**src/rtl/sevenseg_pkg.sv**
```systemverilog
// rtl/sevenseg_pkg.sv - shared types, segment table and helpers for the 7-segment display path
package sevenseg_pkg;

   typedef logic [6:0] seg_t;

   typedef enum logic [1:0] {
      CTRL_IDLE,
      CTRL_CONVERT,
      CTRL_UPDATE
   } ctrl_state_t;

   localparam seg_t SEG_BLANK = 7'h7F;
   localparam seg_t SEG_DASH  = 7'b0111111;

   localparam seg_t SEG_DIGIT [10] = '{
      7'b1000000, 7'b1111001, 7'b0100100, 7'b0110000, 7'b0011001,
      7'b0010010, 7'b0000010, 7'b1111000, 7'b0000000, 7'b0010000
   };

   // Non-decimal nibbles never occur from a valid conversion; show a dash rather than garbage.
   function automatic seg_t bcd_to_seg(input logic [3:0] nibble);
      if (nibble > 4'd9)
         return SEG_DASH;
      return SEG_DIGIT[nibble];
   endfunction

   function automatic logic [63:0] max_display(input int n);
      logic [63:0] r;
      r = 64'd1;
      for (int i = 0; i < n; i++)
         r = r * 64'd10;
      return r - 64'd1;
   endfunction

endpackage

```
**src/rtl/bin2bcd_seq.sv**
```systemverilog
// rtl/bin2bcd_seq.sv - iterative shift-add-3 binary to BCD converter, one input bit per cycle
module bin2bcd_seq #(
   parameter int W = 7,
   parameter int N = 2
) (
   input  logic           clk,
   input  logic           reset,
   input  logic           start,
   input  logic [W-1:0]   value,
   output logic           busy,
   output logic           done,
   output logic [4*N-1:0] bcd
);

   localparam int CW = $clog2(W + 1);
   localparam logic [CW-1:0] LAST = CW'(W - 1);

   typedef enum logic {S_IDLE, S_CONV} state_t;

   state_t         state, state_n;
   logic [W-1:0]   bin_q;
   logic [4*N-1:0] bcd_q;
   logic [4*N-1:0] adj;
   logic [CW-1:0]  cnt;

   always_comb begin
      adj = bcd_q;
      for (int i = 0; i < N; i++)
         if (bcd_q[4*i +: 4] >= 4'd5)
            adj[4*i +: 4] = bcd_q[4*i +: 4] + 4'd3;
   end

   always_comb begin
      state_n = state;
      case (state)
         S_IDLE: if (start) state_n = S_CONV;
         S_CONV: if (cnt == LAST) state_n = S_IDLE;
         default: state_n = S_IDLE;
      endcase
   end

   always_ff @(posedge clk) begin
      if (!reset) begin
         state <= S_IDLE;
         bin_q <= '0;
         bcd_q <= '0;
         cnt   <= '0;
         done  <= 1'b0;
      end else begin
         state <= state_n;
         done  <= 1'b0;
         if (state == S_IDLE && start) begin
            bin_q <= value;
            bcd_q <= '0;
            cnt   <= '0;
         end else if (state == S_CONV) begin
            bcd_q <= {adj[4*N-2:0], bin_q[W-1]};
            bin_q <= bin_q << 1;
            cnt   <= cnt + CW'(1);
            if (cnt == LAST)
               done <= 1'b1;
         end
      end
   end

   assign busy = (state == S_CONV);
   assign bcd  = bcd_q;

endmodule

```
**src/rtl/sevenseg_ctrl.sv**
```systemverilog
// rtl/sevenseg_ctrl.sv - load handshake, BCD conversion, segment encoding and scan prescaler
module sevenseg_ctrl
   import sevenseg_pkg::*;
#(
   parameter int N        = 2,
   parameter int W        = 7,
   parameter int SCAN_DIV = 50000
) (
   input  logic         clk,
   input  logic         reset,
   input  logic [W-1:0] value,
   input  logic         load,
   output logic         ready,
   output logic         overflow,
   output logic         scan_en,
   output seg_t         digit_values [N]
);

   localparam logic [63:0] MAXV = max_display(N);
   localparam int          PW   = $clog2(SCAN_DIV);

   ctrl_state_t    state, state_n;
   logic           start, busy, done;
   logic           ovf_pending;
   logic [4*N-1:0] bcd;
   logic [PW-1:0]  pcnt;
   logic           allz;
   seg_t           seg_next [N];

   assign ready = (state == CTRL_IDLE);
   assign start = ready && load && !busy;

   bin2bcd_seq #(.W(W), .N(N)) u_bcd (
      .clk   (clk),
      .reset (reset),
      .start (start),
      .value (value),
      .busy  (busy),
      .done  (done),
      .bcd   (bcd)
   );

   always_comb begin
      state_n = state;
      case (state)
         CTRL_IDLE:    if (start) state_n = CTRL_CONVERT;
         CTRL_CONVERT: if (done) state_n = CTRL_UPDATE;
         CTRL_UPDATE:  state_n = CTRL_IDLE;
         default:      state_n = CTRL_IDLE;
      endcase
   end

   // Walk from the most significant digit down so allz means "this and every higher digit is zero".
   always_comb begin
      allz = 1'b1;
      for (int i = N - 1; i >= 0; i--) begin
         allz = allz && (bcd[4*i +: 4] == 4'd0);
         if (ovf_pending)
            seg_next[i] = SEG_DASH;
         else if (i != 0 && allz)
            seg_next[i] = SEG_BLANK;
         else
            seg_next[i] = bcd_to_seg(bcd[4*i +: 4]);
      end
   end

   always_ff @(posedge clk) begin
      if (!reset) begin
         state       <= CTRL_IDLE;
         ovf_pending <= 1'b0;
         overflow    <= 1'b0;
         for (int i = 0; i < N; i++)
            digit_values[i] <= SEG_BLANK;
      end else begin
         state <= state_n;
         if (start)
            ovf_pending <= (64'(value) > MAXV);
         if (state == CTRL_UPDATE) begin
            overflow <= ovf_pending;
            for (int i = 0; i < N; i++)
               digit_values[i] <= seg_next[i];
         end
      end
   end

   always_ff @(posedge clk) begin
      if (!reset) begin
         pcnt    <= '0;
         scan_en <= 1'b0;
      end else begin
         scan_en <= (pcnt == PW'(SCAN_DIV - 1));
         pcnt    <= (pcnt == PW'(SCAN_DIV - 1)) ? '0 : pcnt + PW'(1);
      end
   end

endmodule

```
**config.mk**
```make
export PLATFORM = sky130hd
export DESIGN_NAME = sevenseg_ctrl
export DESIGN_NICKNAME = d
export VERILOG_FILES = /design/src/rtl/sevenseg_pkg.sv /design/src/rtl/bin2bcd_seq.sv /design/src/rtl/sevenseg_ctrl.sv
export SDC_FILE = /design/constraint.sdc
export NUM_CORES = 1
export LEC_CHECK = 0
export BUFFER_PORTS_ARGS = -buffer_cell sky130_fd_sc_hd__buf_2
export CAP_MARGIN = 25
export CORE_ASPECT_RATIO = 2
export CORE_UTILIZATION = 34
export CTS_CLUSTER_DIAMETER = 40
export DETAILED_ROUTE_END_ITERATION = 7
export PLACE_DENSITY = 0.51
export SYNTH_ARGS = -nofsm -noshare
export SYNTH_HDL_FRONTEND = slang
export SYNTH_SLANG_ARGS = --single-unit
export TNS_END_PERCENT = 50
```
**constraint.sdc**
```tcl
create_clock -name clk -period 1.76 [get_ports clk]
set_input_delay 0.264 -clock clk [delete_from_list [all_inputs] [get_ports clk]]
set_output_delay 0.264 -clock clk [all_outputs]
set_load 0.03 [all_outputs]
```
==> flow_summary.rst, run 1 <==
.. list-table::
   :header-rows: 1

   * - Metric
     - Value
   * - Post-synth net total
     - 325
   * - Main combinational cell family by area after synthesis
     - simple AND/OR/NAND/NOR gates
   * - Post-CTS Repair Setup Buffers
     - 0
   * - Switching power summed over all nets
     - 0.607 mW
   * - Average cell area after synthesis
     - 8.87 µm²
   * - Placed Instance Area
     - 0.00300 mm²
   * - Sum of net half-perimeters after detailed placement
     - 4670 µm
   * - Vertical die dimension
     - 127 µm
   * - Core ar.
     - 0.00760 mm²
   * - PwrDens
     - 798 mW/mm²
   * - Initial antenna violation count
     - 0
   * - Xor and xnor fraction of the mapped netlist area
     - 5.90%
   * - Most numerous cell in the Yosys netlist
     - sky130_fd_sc_hd__dfxtp_1
   * - Die area
     - 0.00824 mm²
   * - Crit. End Element
     - flop
   * - Post-synth EDFFs
     - 0
   * - Beginning of the worst hold path
     - value[0]
   * - CTS Hold Bufs
     - 0
   * - Synthesized flop and latch total
     - 55
   * - Count of nets left with antenna violations after detail routing
     - 0
   * - Hold violation count in the final report
     - 0
   * - Source-to-sink clock delay at the later pin of the worst-skew pair
     - 0.29 ns
   * - Comb pwr share
     - 9.5%
   * - Deepest clock path buffer count
     - 2
   * - Distinct cell type count of the synthesized netlist
     - 45
   * - Number of violations reported at the end of detailed-routing iteration 0
     - 43
   * - Setup clock skew after layout
     - 0.00693 ns
   * - Max incr delay on CP
     - 0.45 ns
   * - Cell-by-cell listing of the critical path
     - ha_1 > o21bai_1 > a211o_4 > o32a_1
   * - Worst VDD drop
     - 0.000445 V
   * - Crit path DAT
     - 1.86 ns
   * - Internal cell power
     - 1.92 mW
   * - Cells after DPL
     - 425
   * - Netlist area before placement
     - 0.00267 mm²
   * - Vias in the first global route
     - 2203
   * - Top Ports
     - 27
   * - Clock root buffer
     - sky130_fd_sc_hd__clkbuf_16
   * - Transition time of the tightest slew-check pin
     - 0.443 ns
   * - Cell depth of the worst min-delay path
     - 3
   * - Part of the Yosys area used for sequential elements
     - 41.2%
   * - Wire length of the first global-routing pass
     - 10200 µm
   * - Setup crit start kind
     - flop
   * - Sequential cell fraction of total power
     - 51.6%
   * - Post-route cell area
     - 0.00316 mm²
   * - Cell type with the largest total area after synthesis
     - sky130_fd_sc_hd__dfxtp_1
   * - Ratio of cells with drive above 1 in the final layout
     - 20.4%
   * - Number of clock buffers inserted by TritonCTS
     - 5
   * - Largest net degree at the start of global routing
     - 18
   * - Multiplexer area fraction after synthesis
     - 6.65%
   * - WP data required
     - 1.95 ns
   * - Avg Vias per Cell
     - 4.98
   * - Worst hold margin
     - 0.272 ns
   * - Buf+Inv Stages, Crit Path
     - 0
   * - CTS tree
     - done
   * - HP Class
     - input port to flop
   * - Proportion of synthesized flip-flops having asynchronous set or reset
     - 0%
   * - Count of cells along the worst register-to-register path
     - 4
   * - Htree depth
     - 2
   * - Drt drc
     - 0
   * - Highest attainable clock frequency
     - 0.599 GHz
   * - Cell leakage power
     - 1.20 nW
   * - Clock power share
     - 39.0%
   * - Setup TNS after final layout
     - 0 ns
   * - Fin. max-slew vios
     - 0
   * - Non-filler instance count after layout
     - 433
   * - Global route total overflow
     - 0
   * - Run status
     - finished, final reports clean
   * - Drt pass-1 iters
     - 4
   * - Count of vias placed by the detailed router
     - 2156
   * - Cell depth of the worst setup path
     - 4
   * - Simple-gate area share of the yosys netlist
     - 24.6%
   * - Area fraction in compound gates after synthesis
     - 10.9%
   * - Number of antenna diodes
     - 0
   * - Number of standard cells after synthesis
     - 301
   * - Share of the synthesized area in the top cell type
     - 41.2%
   * - Clock transition at the registers of the reported paths
     - 0.07 ns
   * - Final routed wirelength across all metal layers
     - 6040 µm
   * - Starting Density
     - 35.1%
   * - Critical path fanouts, max
     - 6
   * - First element of the critical path
     - u_bcd.bcd[0]$_SDFFE_PP0P_
   * - Number of sinks driven by the clock tree
     - 55
   * - Launch instance of the worst register-to-register path
     - u_bcd.bcd[0]$_SDFFE_PP0P_
   * - Layout Nets
     - 362
   * - Count of max-cap constraint violations
     - 0
   * - Library cell contributing the largest single delay on the critical path
     - sky130_fd_sc_hd__dfxtp_1
   * - Routed length per placed instance
     - 14.0 µm
   * - Area growth, synth to finish
     - 18.4%
   * - Unrepaired setup endpoints after global routing
     - no
   * - Synth Flop Type
     - sky130_fd_sc_hd__dfxtp_1
   * - Final setup violating endpoints
     - 0
   * - Global-route usage over all layers
     - 16.0%
   * - Number of cell rows
     - 45
   * - RePlAce Congestion
     - 0.793
   * - Ratio of final minimum period to clock period
     - 94.9%
   * - Floorplan die width
     - 64.7 µm
   * - Worst max-slew margin expressed relative to the limit
     - 70.4%
   * - Crit-path leading delay family
     - compound AO/OA/AOI/OAI gates
   * - Post-Synth Adder-Cell Area
     - 6.56%
   * - Total number of yosys warnings
     - 0
   * - Total of buffers placed on input and output ports
     - 26
   * - Switching share of power
     - 24.0%
   * - Most area-consuming cells after synthesis
     - sky130_fd_sc_hd__dfxtp_1 41%, sky130_fd_sc_hd__ha_1 6.6%, sky130_fd_sc_hd__nor2_1 6.3%, sky130_fd_sc_hd__xnor2_1 4.3%, sky130_fd_sc_hd__mux2i_1 4.1%
   * - Crit Path Class
     - flop to flop
   * - Period minus WS final
     - 1.67 ns
   * - Leading post-synthesis cells by instance count
     - 55 x sky130_fd_sc_hd__dfxtp_1, 45 x sky130_fd_sc_hd__nor2_1, 21 x sky130_fd_sc_hd__nand2_1
[logic make-up after synthesis]
| logic type | after synthesis |
|---|---|
| xor gates and xnor gates | 18 |
| buffers and inverters | 24 |
| muxes | 17 |
| AOI/OAI and AO/OA | 44 |
| and+or+nand+nor | 129 |
| adders and majority gates | 14 |
| DFF | 55 |
[repair_timing]
item | CTS | global route
resized for setup | 0 | 4
setup endpoints to repair | 0 | 7
endpoints found under the hold margin | 0 | 0
[registers in the layout, summed over array words and instances, names as in the netlist, 2 cells and up]
| signal | flops |
|---|---|
| digit_values | 14 |
| pcnt | 16 |
| state | 2 |
| u_bcd.bcd | 8 |
| u_bcd.bin_q | 7 |
| u_bcd.cnt | 3 |
[through the flow]
stage / util, % / worst slack, ns / power (mW)
2_1_floorplan: - / 0.201 / 1.48
3_3_place_gp: 39.5 / 0.0806 / 1.57
3_5_place_dp: 39.5 / 0.0757 / 1.57
4_1_cts: 41.4 / 0.0480 / 2.56
5_1_grt: 41.6 / 0.00583 / 2.65
6_report: 41.6 / 0.0896 / 2.52
[final cells by class]
class,count,area [µm²]
clock buffer,5,125
clock inverter,3,20.0
fill,772,4440
inverter,8,30.0
multi-input combinational,222,1470
sequential,55,1100
tap,94,118
timing repair buffer,46,293
[tightest hold or removal path, stage by stage]
cell                      delay, ns
sky130_fd_sc_hd__buf_2         0.07
sky130_fd_sc_hd__mux2i_1       0.05
sky130_fd_sc_hd__nor3_1        0.12
[final timing paths]
check | to | slack [ns]
worst max-delay path | digit_values[7]$_SDFFE_PN1N_ | 0.09
worst min register to register | state[1]$_SDFFE_PN0P_ | 0.46
worst max register to register | digit_values[7]$_SDFFE_PN1N_ | 0.09
worst min-delay path | u_bcd.bin_q[0]$_SDFFE_PN0P_ | 0.27
[power by group through the flow]
stage	Clock (mW)	Combinational, mW	Sequential [mW]
finish	0.983	0.239	1.30
global route	1.07	0.271	1.31
CTS	1.02	0.242	1.30
detailed placement	0	0.240	1.33
global placement	0	0.239	1.33
floorplan	0	0.163	1.32
[layout by cell type, fill, tap and decap left out, drive strengths merged, types with 3 or more instances in the layout]
master,count
mux2i,11
xor2,5
xnor2,13
mux2,6
a41oi,3
nor2b,9
nand2b,7
clkbuf,5
nor2,45
nor4,4
dfxtp,55
a21oi,11
nor4b,3
nand2,21
ha,14
nand3,8
nor3,13
buf,46
o22ai,3
inv,8
nor3b,3
o21ai,13
nand4,5
a211oi,4
[metal layers]
metal	vias up	GRT usage (%)	share of wire, %
met3	5	3.21	2.7
met5	-	0	0
met2	24	31.6	58
met4	0	5.88	1.3
met1	1015	15.7	38
li1	1112	-	-
Power figures use the tool's default switching activity.
==> run 2: changes to the inputs <==
--- a/config.mk
+++ b/config.mk
@@ -14,5 +14,6 @@
 export PLACE_DENSITY = 0.51
 export SYNTH_ARGS = -nofsm -noshare
 export SYNTH_HDL_FRONTEND = slang
+export SYNTH_HIERARCHICAL = 1
 export SYNTH_SLANG_ARGS = --single-unit
 export TNS_END_PERCENT = 50
==> run 2 against run 1 <==
Clock power grew 4%. Global-route usage shrank 0.082 points. Sequential share of layout area shrank 0.31 points. Critical path depth grew 2. Area after synthesis grew 1.8%. Cell count grew 0.92%. Final area grew 0.91%. Routed wire length grew 1.3%. Critical path type unchanged. Largest power group unchanged.
==> flow_summary.rst, run 2 <==
.. list-table::
   :header-rows: 1

   * - Metric
     - Value
   * - Most numerous cell in the Yosys netlist
     - sky130_fd_sc_hd__dfxtp_1 (unchanged)
   * - Xor and xnor fraction of the mapped netlist area
     - 4.83% (was 5.90%)
   * - Post-synth net total
     - 334 (was 325)
   * - Area growth, synth to finish
     - 17.3% (was 18.4%)
   * - Comb pwr share
     - 10.4% (was 9.5%)
   * - Deepest clock path buffer count
     - 2 (unchanged)
   * - Number of sinks driven by the clock tree
     - 55 (unchanged)
   * - Clock transition at the registers of the reported paths
     - 0.07 ns (about the same)
   * - Critical path fanouts, max
     - 7 (was 6)
   * - Worst Setup Slack post-DPL
     - 0.0277 ns (was 0.0757 ns)
   * - Proportion of synthesized flip-flops having asynchronous set or reset
     - 0% (unchanged)
   * - Switching share of power
     - 25.4% (was 24.0%)
   * - Core ar.
     - 0.00766 mm² (was 0.00760 mm²)
   * - Initial antenna violation count
     - 0 (unchanged)
   * - Post-Synth Adder-Cell Area
     - 7.82% (was 6.56%)
   * - Run status
     - finished, final reports clean (unchanged)
   * - Synthesized flop and latch total
     - 55 (unchanged)
   * - Htree depth
     - 2 (unchanged)
   * - Ratio of final minimum period to clock period
     - 91.9% (was 94.9%)
   * - Number of cell rows
     - 45 (unchanged)
   * - Floorplan die width
     - 65.2 µm (was 64.7 µm)
   * - Final routed wirelength across all metal layers
     - 6120 µm (was 6040 µm)
   * - Setup crit start kind
     - flop (unchanged)
   * - Area fraction in compound gates after synthesis
     - 13.3% (was 10.9%)
   * - Routed length per placed instance
     - 14.0 µm (about the same)
   * - Drt pass-1 iters
     - 4 (unchanged)
   * - Vertical die dimension
     - 128 µm (was 127 µm)
   * - Cell type with the largest total area after synthesis
     - sky130_fd_sc_hd__dfxtp_1 (unchanged)
   * - WP data required
     - 1.96 ns (was 1.95 ns)
   * - Total of buffers placed on input and output ports
     - 26 (unchanged)
   * - Worst max-slew margin expressed relative to the limit
     - 70.8% (was 70.4%)
   * - Count of max-cap constraint violations
     - 0 (unchanged)
   * - Vias in the first global route
     - 2248 (was 2203)
   * - Drt drc
     - 0 (unchanged)
   * - Sequential cell fraction of total power
     - 50.4% (was 51.6%)
   * - Starting Density
     - 35.5% (was 35.1%)
   * - Worst hold margin
     - 0.320 ns (was 0.272 ns)
   * - Crit. End Element
     - flop (unchanged)
   * - Register with the most flip-flops
     - pcnt (unchanged)
   * - Average cell area after synthesis
     - 8.86 µm² (was 8.87 µm²)
   * - Switching power summed over all nets
     - 0.660 mW (was 0.607 mW)
   * - Number of clock buffers inserted by TritonCTS
     - 5 (unchanged)
   * - Wire length of the first global-routing pass
     - 10300 µm (was 10200 µm)
   * - Total Power Consumption
     - 2.60 mW (was 2.52 mW)
   * - Crit Path Class
     - flop to flop (unchanged)
   * - Hold violation count in the final report
     - 0 (unchanged)
   * - Avg Vias per Cell
     - 5.08 (was 4.98)
   * - Unrepaired setup endpoints after global routing
     - no (unchanged)
   * - Number of standard cells after synthesis
     - 307 (was 301)
   * - Main combinational cell family by area after synthesis
     - simple AND/OR/NAND/NOR gates (unchanged)
   * - Synth Flop Type
     - sky130_fd_sc_hd__dfxtp_1 (unchanged)
   * - CTS tree
     - done (unchanged)
   * - Worst-case setup margin in the final layout
     - 0.142 ns (was 0.0896 ns)
   * - Die area
     - 0.00838 mm² (was 0.00824 mm²)
   * - Global-route usage over all layers
     - 15.9% (was 16.0%)
   * - Setup clock skew after layout
     - 0.00611 ns (was 0.00693 ns)
   * - Global route total overflow
     - 0 (unchanged)
   * - Transition time of the tightest slew-check pin
     - 0.438 ns (was 0.443 ns)
   * - Most frequent cells in the layout
     - 54 x sky130_fd_sc_hd__dfxtp_1, 36 x sky130_fd_sc_hd__nor2_1, 26 x sky130_fd_sc_hd__buf_2, 23 x sky130_fd_sc_hd__nand2_1, 17 x sky130_fd_sc_hd__ha_1 (was 54 x sky130_fd_sc_hd__dfxtp_1, 45 x sky130_fd_sc_hd__nor2_1, 26 x sky130_fd_sc_hd__buf_2, 21 x sky130_fd_sc_hd__nand2_1, 19 x sky130_fd_sc_hd__buf_4)
   * - Placed Instance Area
     - 0.00303 mm² (was 0.00300 mm²)
   * - Clock root buffer
     - sky130_fd_sc_hd__clkbuf_16 (unchanged)
   * - Distinct cell type count of the synthesized netlist
     - 47 (was 45)
   * - Count of vias placed by the detailed router
     - 2219 (was 2156)
   * - Count of nets left with antenna violations after detail routing
     - 0 (unchanged)
   * - Fin. max-slew vios
     - 0 (unchanged)
   * - Total number of yosys warnings
     - 6 (was 0)
   * - Simple-gate area share of the yosys netlist
     - 24.9% (was 24.6%)
   * - Period minus WS final
     - 1.62 ns (was 1.67 ns)
   * - Number of violations reported at the end of detailed-routing iteration 0
     - 62 (was 43)
   * - Internal cell power
     - 1.94 mW (was 1.92 mW)
   * - Cell leakage power
     - 1.25 nW (was 1.20 nW)
   * - Crit path DAT
     - 1.82 ns (was 1.86 ns)
   * - Share of the synthesized area in the top cell type
     - 40.5% (was 41.2%)
   * - PwrDens
     - 816 mW/mm² (was 798 mW/mm²)
   * - Most frequent standard cell in the layout excluding fill and tap cells
     - sky130_fd_sc_hd__dfxtp_1 (unchanged)
   * - Clock power share
     - 39.2% (was 39.0%)
   * - Worst VDD drop
     - 0.000496 V (was 0.000445 V)
   * - Final setup violating endpoints
     - 0 (unchanged)
   * - Setup TNS after final layout
     - 0 ns (unchanged)
   * - Part of the Yosys area used for sequential elements
     - 40.5% (was 41.2%)
   * - Source-to-sink clock delay at the later pin of the worst-skew pair
     - 0.30 ns (was 0.29 ns)
   * - Ratio of cells with drive above 1 in the final layout
     - 17.2% (was 20.4%)
   * - Number of antenna diodes
     - 0 (unchanged)
   * - Post-route cell area
     - 0.00319 mm² (was 0.00316 mm²)
   * - Number of flip-flops in the largest register
     - 16 (unchanged)
   * - Layout Nets
     - 369 (was 362)
   * - CTS Hold Bufs
     - 0 (unchanged)
   * - Sum of net half-perimeters after detailed placement
     - 4760 µm (was 4670 µm)
   * - Leading post-synthesis cells by instance count
     - 55 x sky130_fd_sc_hd__dfxtp_1, 36 x sky130_fd_sc_hd__nor2_1, 23 x sky130_fd_sc_hd__nand2_1 (was 55 x sky130_fd_sc_hd__dfxtp_1, 45 x sky130_fd_sc_hd__nor2_1, 21 x sky130_fd_sc_hd__nand2_1)
   * - Largest net degree at the start of global routing
     - 20 (was 18)
   * - Multiplexer area fraction after synthesis
     - 3.73% (was 6.65%)
   * - HP Class
     - input port to flop (unchanged)
   * - Highest attainable clock frequency
     - 0.618 GHz (was 0.599 GHz)
   * - RePlAce Congestion
     - 0.791 (was 0.793)
   * - Top Ports
     - 27 (unchanged)
   * - Netlist area before placement
     - 0.00272 mm² (was 0.00267 mm²)
   * - Most area-consuming cells after synthesis
     - sky130_fd_sc_hd__dfxtp_1 40%, sky130_fd_sc_hd__ha_1 7.8%, sky130_fd_sc_hd__nor2_1 5.0%, sky130_fd_sc_hd__mux2i_1 3.3%, sky130_fd_sc_hd__xnor2_1 3.2% (was sky130_fd_sc_hd__dfxtp_1 41%, sky130_fd_sc_hd__ha_1 6.6%, sky130_fd_sc_hd__nor2_1 6.3%, sky130_fd_sc_hd__xnor2_1 4.3%, sky130_fd_sc_hd__mux2i_1 4.1%)
   * - Post-synth EDFFs
     - 0 (unchanged)
==> run 2: cell types whose count changed in the layout (fill, tap and decap cells not counted), sizes merged, moves of 4 or more <==
cell,previous run,this run
a21oi,11,15
buf,46,42
inv,8,17
mux2,6,1
nand4,5,9
nor2,45,36
nor2b,9,5
nor3,13,4
o211a,0,6
o311ai,0,4
==> run 2: worst paths after layout <==
path	from	endpoint	slack, ns	cells past startpoint
max	u_bcd/bcd[1]$_SDFFE_PP0P_	u_bcd/bcd[2]$_SDFFE_PP0P_	0.14	6
min	value[1]	u_bcd/bin_q[1]$_SDFFE_PN0P_	0.32	4
max reg2reg	u_bcd/bcd[1]$_SDFFE_PP0P_	u_bcd/bcd[2]$_SDFFE_PP0P_	0.14	6
min reg2reg	overflow$_SDFFE_PN0N_	overflow$_SDFFE_PN0N_	0.47	2
==> run 2: kinds of logic after synthesis <==
family	Yosys count
buffers and inverters	30
AOI/OAI and AO/OA	53
adders and majority gates	17
muxes	10
DFF	55
and+or+nand+nor	127
xor gates and xnor gates	15
==> run 2: final cells by class <==
type	instances	area (µm²)
sequential	55	1100
multi-input combinational	222	1500
timing repair buffer	42	263
clock buffer	5	125
clock inverter	3	26.3
inverter	16	60.1
tap	94	118
fill	801	4470
==> run 2: routing by layer <==
| metal | wire length [µm] | vias up | GRT usage, % |
|---|---|---|---|
| li1 | - | 1151 | - |
| met5 | 0 | - | 0 |
| met1 | 2290 | 1026 | 15.1 |
| met4 | 180 | 0 | 7.67 |
| met2 | 3480 | 30 | 31.0 |
| met3 | 168 | 12 | 3.19 |
==> run 2: repair_timing <==
| action | 4_1_cts | 5_1_grt |
|---|---|---|
| endpoints found under the setup margin | 0 | 11 |
| hold endpoints to repair | 0 | 0 |
| gates resized for setup | 0 | 3 |
| setup buffers | 0 | 0 |
==> run 2: worst max-delay path, cell delays in order, from the launching register on <==
cell	delay (ns)
sky130_fd_sc_hd__dfxtp_1	0.43
sky130_fd_sc_hd__inv_1	0.12
sky130_fd_sc_hd__ha_1	0.22
sky130_fd_sc_hd__nand2b_1	0.09
sky130_fd_sc_hd__a21oi_1	0.11
sky130_fd_sc_hd__or4_1	0.44
sky130_fd_sc_hd__o311ai_1	0.10
==> run 2: power by group through the flow <==
stage,Combinational [mW],Clock (mW),Sequential (mW)
4_1_cts,0.272,1.07,1.31
6_report,0.270,1.02,1.31
2_1_floorplan,0.192,0,1.33
3_3_place_gp,0.270,0,1.34
3_5_place_dp,0.271,0,1.34
5_1_grt,0.303,1.11,1.32
==> run 2: per-stage QoR <==
stage / utilization (%) / std cells
4_1_cts: 41.5 / 437
3_5_place_dp: 39.5 / 429
2_1_floorplan: - / 307
5_1_grt: 41.7 / 437
6_report: 41.7 / 437
3_3_place_gp: 39.5 / 429
==> run 3: changes to the inputs <==
--- a/config.mk
+++ b/config.mk
@@ -11,7 +11,7 @@
 export CORE_UTILIZATION = 34
 export CTS_CLUSTER_DIAMETER = 40
 export DETAILED_ROUTE_END_ITERATION = 7
-export PLACE_DENSITY = 0.51
+export PLACE_DENSITY = 0.53
 export SYNTH_ARGS = -nofsm -noshare
 export SYNTH_HDL_FRONTEND = slang
 export SYNTH_HIERARCHICAL = 1
==> constraint.sdc (replaced) <==
create_clock -name clk -period 1.43 [get_ports clk]
set_input_delay 0.2145 -clock clk [delete_from_list [all_inputs] [get_ports clk]]
set_output_delay 0.2145 -clock clk [all_outputs]
set_load 0.03 [all_outputs]
==> run 3 against run 2 <==
The run now ends with negative setup slack left. Sequential share of layout area fell by 5.7 points. Fmax up 8.8%. Clock skew is 0.0021 ns lower. Critical path depth is 1 higher. Critical path type unchanged. Die area is the same. Clock power increased by 33%. Core utilization is 9.4 points higher. Register-to-register slack worse by 0.20 ns. Total power up 33%. Worst hold slack worse by 0.065 ns.
==> flow_summary.rst, run 3 (synthesis gave the netlist of run 2 again) <==
.. list-table::
   :header-rows: 1

   * - Metric
     - Value
   * - PwrDens
     - 884 mW/mm² (was 816 mW/mm²)
   * - Crit Path Class
     - flop to flop (unchanged)
   * - Number of antenna diodes
     - 0 (unchanged)
   * - Post-route cell area
     - 0.00391 mm² (was 0.00319 mm²)
   * - Worst VDD drop
     - 0.000508 V (was 0.000496 V)
   * - Source-to-sink clock delay at the later pin of the worst-skew pair
     - 0.29 ns (was 0.30 ns)
   * - Count of max-cap constraint violations
     - 0 (unchanged)
   * - Highest attainable clock frequency
     - 0.672 GHz (was 0.618 GHz)
   * - Worst max-slew margin expressed relative to the limit
     - 73.3% (was 70.8%)
   * - Worst hold margin
     - 0.255 ns (was 0.320 ns)
   * - Deepest clock path buffer count
     - 2 (unchanged)
   * - Die area
     - 0.00838 mm² (unchanged)
   * - Global-route usage over all layers
     - 17.0% (was 15.9%)
   * - Register with the most flip-flops
     - pcnt (unchanged)
   * - Wire length of the first global-routing pass
     - 11100 µm (was 10300 µm)
   * - Final setup violating endpoints
     - 8 (was 0)
   * - Htree depth
     - 2 (unchanged)
   * - Transition time of the tightest slew-check pin
     - 0.400 ns (was 0.438 ns)
   * - Most frequent cells in the layout
     - 53 x sky130_fd_sc_hd__buf_4, 41 x sky130_fd_sc_hd__dfxtp_1, 35 x sky130_fd_sc_hd__nor2_1, 26 x sky130_fd_sc_hd__buf_2, 22 x sky130_fd_sc_hd__nand2_1 (was 54 x sky130_fd_sc_hd__dfxtp_1, 36 x sky130_fd_sc_hd__nor2_1, 26 x sky130_fd_sc_hd__buf_2, 23 x sky130_fd_sc_hd__nand2_1, 17 x sky130_fd_sc_hd__ha_1)
   * - Vias in the first global route
     - 2521 (was 2248)
   * - CTS tree
     - done (unchanged)
   * - WP data required
     - 1.62 ns (was 1.96 ns)
   * - Crit path DAT
     - 1.68 ns (was 1.82 ns)
   * - RePlAce Congestion
     - 0.837 (was 0.791)
   * - Number of sinks driven by the clock tree
     - 55 (unchanged)
   * - Number of violations reported at the end of detailed-routing iteration 0
     - 81 (was 62)
   * - Initial antenna violation count
     - 0 (unchanged)
   * - Core ar.
     - 0.00766 mm² (unchanged)
   * - Fin. max-slew vios
     - 0 (unchanged)
   * - Clock transition at the registers of the reported paths
     - 0.07 ns (about the same)
   * - Period minus WS final
     - 1.49 ns (was 1.62 ns)
   * - Filler instances
     - 736 (was 801)
   * - Total of buffers placed on input and output ports
     - 26 (unchanged)
   * - Routed length per placed instance
     - 14.0 µm (about the same)
   * - Failing checks
     - negative setup slack
   * - Most frequent standard cell in the layout excluding fill and tap cells
     - sky130_fd_sc_hd__buf_4 (was sky130_fd_sc_hd__dfxtp_1)
   * - Ratio of final minimum period to clock period
     - 104% (was 91.9%)
   * - Hold violation count in the final report
     - 0 (unchanged)
   * - Starting Density
     - 35.5% (unchanged)
   * - Setup TNS after final layout
     - -0.226 ns (was 0 ns)
   * - Unrepaired setup endpoints after global routing
     - yes (was no)
   * - Vertical die dimension
     - 128 µm (unchanged)
   * - Setup crit start kind
     - flop (unchanged)
   * - Cell leakage power
     - 1.57 nW (was 1.25 nW)
   * - Number of flip-flops in the largest register
     - 16 (unchanged)
   * - Final routed wirelength across all metal layers
     - 6740 µm (was 6120 µm)
   * - Count of nets left with antenna violations after detail routing
     - 0 (unchanged)
   * - CTS Hold Bufs
     - 0 (unchanged)
   * - Sum of net half-perimeters after detailed placement
     - 5000 µm (was 4760 µm)
   * - Layout Nets
     - 414 (was 369)
   * - Drt pass-1 iters
     - 4 (unchanged)
   * - Global route total overflow
     - 0 (unchanged)
   * - Number of clock buffers inserted by TritonCTS
     - 5 (unchanged)
   * - Run status
     - complete, but fails checks (was finished, final reports clean)
   * - Largest net degree at the start of global routing
     - 18 (was 20)
   * - Ratio of cells with drive above 1 in the final layout
     - 41.2% (was 17.2%)
   * - Placed Instance Area
     - 0.00328 mm² (was 0.00303 mm²)
   * - Critical path fanouts, max
     - 6 (was 7)
   * - Count of vias placed by the detailed router
     - 2440 (was 2219)
   * - HP Class
     - input port to flop (unchanged)
   * - Floorplan die width
     - 65.2 µm (unchanged)
   * - Number of cell rows
     - 45 (unchanged)
   * - Worst-case setup margin in the final layout
     - -0.0577 ns (was 0.142 ns)
   * - Top Ports
     - 27 (unchanged)
   * - Crit. End Element
     - flop (unchanged)
   * - Setup clock skew after layout
     - 0.00398 ns (was 0.00611 ns)
   * - Area growth, synth to finish
     - 43.8% (was 17.3%)
   * - Clock root buffer
     - sky130_fd_sc_hd__clkbuf_16 (unchanged)
   * - Worst Setup Slack post-DPL
     - -0.114 ns (was 0.0277 ns)
   * - Drt drc
     - 0 (unchanged)
   * - Avg Vias per Cell
     - 5.06 (was 5.08)
run 3: power breakdown:
group          switching [mW]  internal [mW]  total [mW]
Sequential             0.0462           1.58        1.62
Combinational           0.225          0.250       0.475
Clock                   0.558          0.802        1.36
Total                   0.828           2.63        3.46
run 3: critical path: stages, from the launching register on:
cell and delay (ns):
sky130_fd_sc_hd__dfxtp_4 0.40, sky130_fd_sc_hd__buf_4 0.13, sky130_fd_sc_hd__inv_2 0.04, sky130_fd_sc_hd__ha_4 0.16, sky130_fd_sc_hd__nand2b_4 0.07, sky130_fd_sc_hd__a21oi_2 0.07
sky130_fd_sc_hd__or4_1 0.42, sky130_fd_sc_hd__o311ai_1 0.10
run 3: worst paths after layout:
kind / startpoint / endpoint / slack, ns / depth (start not counted)
max: u_bcd/bcd[0]$_SDFFE_PP0P_ / u_bcd/bcd[1]$_SDFFE_PP0P_ / -0.06 / 7
min: value[1] / u_bcd/bin_q[1]$_SDFFE_PN0P_ / 0.25 / 4
max reg2reg: u_bcd/bcd[0]$_SDFFE_PP0P_ / u_bcd/bcd[1]$_SDFFE_PP0P_ / -0.06 / 7
min reg2reg: pcnt[0]$_SDFF_PP0_ / pcnt[0]$_SDFF_PP0_ / 0.46 / 1
run 3: what timing repair did:
| action | CTS | global route |
|---|---|---|
| setup buffers | 3 | 8 |
| gates resized for setup | 23 | 61 |
| setup endpoints to repair | 31 | 43 |
| pin swaps | 9 | 15 |
run 3: final cells by class:
cell class / instances / area (µm²) / share of cell area, %
clock buffer: 7 / 164 / 4.19
clock inverter: 1 / 5.00 / 0.128
inverter: 16 / 70.1 / 1.79
multi-input combinational: 222 / 1800 / 46.0
sequential: 55 / 1130 / 28.9
tap: 94 / 118 / 3.01
timing repair buffer: 87 / 627 / 16.0
run 3: stage by stage:
step                utilization [%]  cells  total power, mW
floorplan                         -    307             1.89
global placement               42.9    463             2.04
detailed placement             42.9    463             2.05
CTS                            46.6    474             3.44
global route                   51.1    482             3.60
finish                         51.1    482             3.46
run 3: layer usage:
| layer | vias to the layer above | track usage [%] | routed length [µm] |
|---|---|---|---|
| li1 | 1239 | - | - |
| met3 | 8 | 3.46 | 168 |
| met5 | - | 0 | 0 |
| met4 | 0 | 6.91 | 109 |
| met1 | 1162 | 15.8 | 2480 |
| met2 | 31 | 34.2 | 3980 |
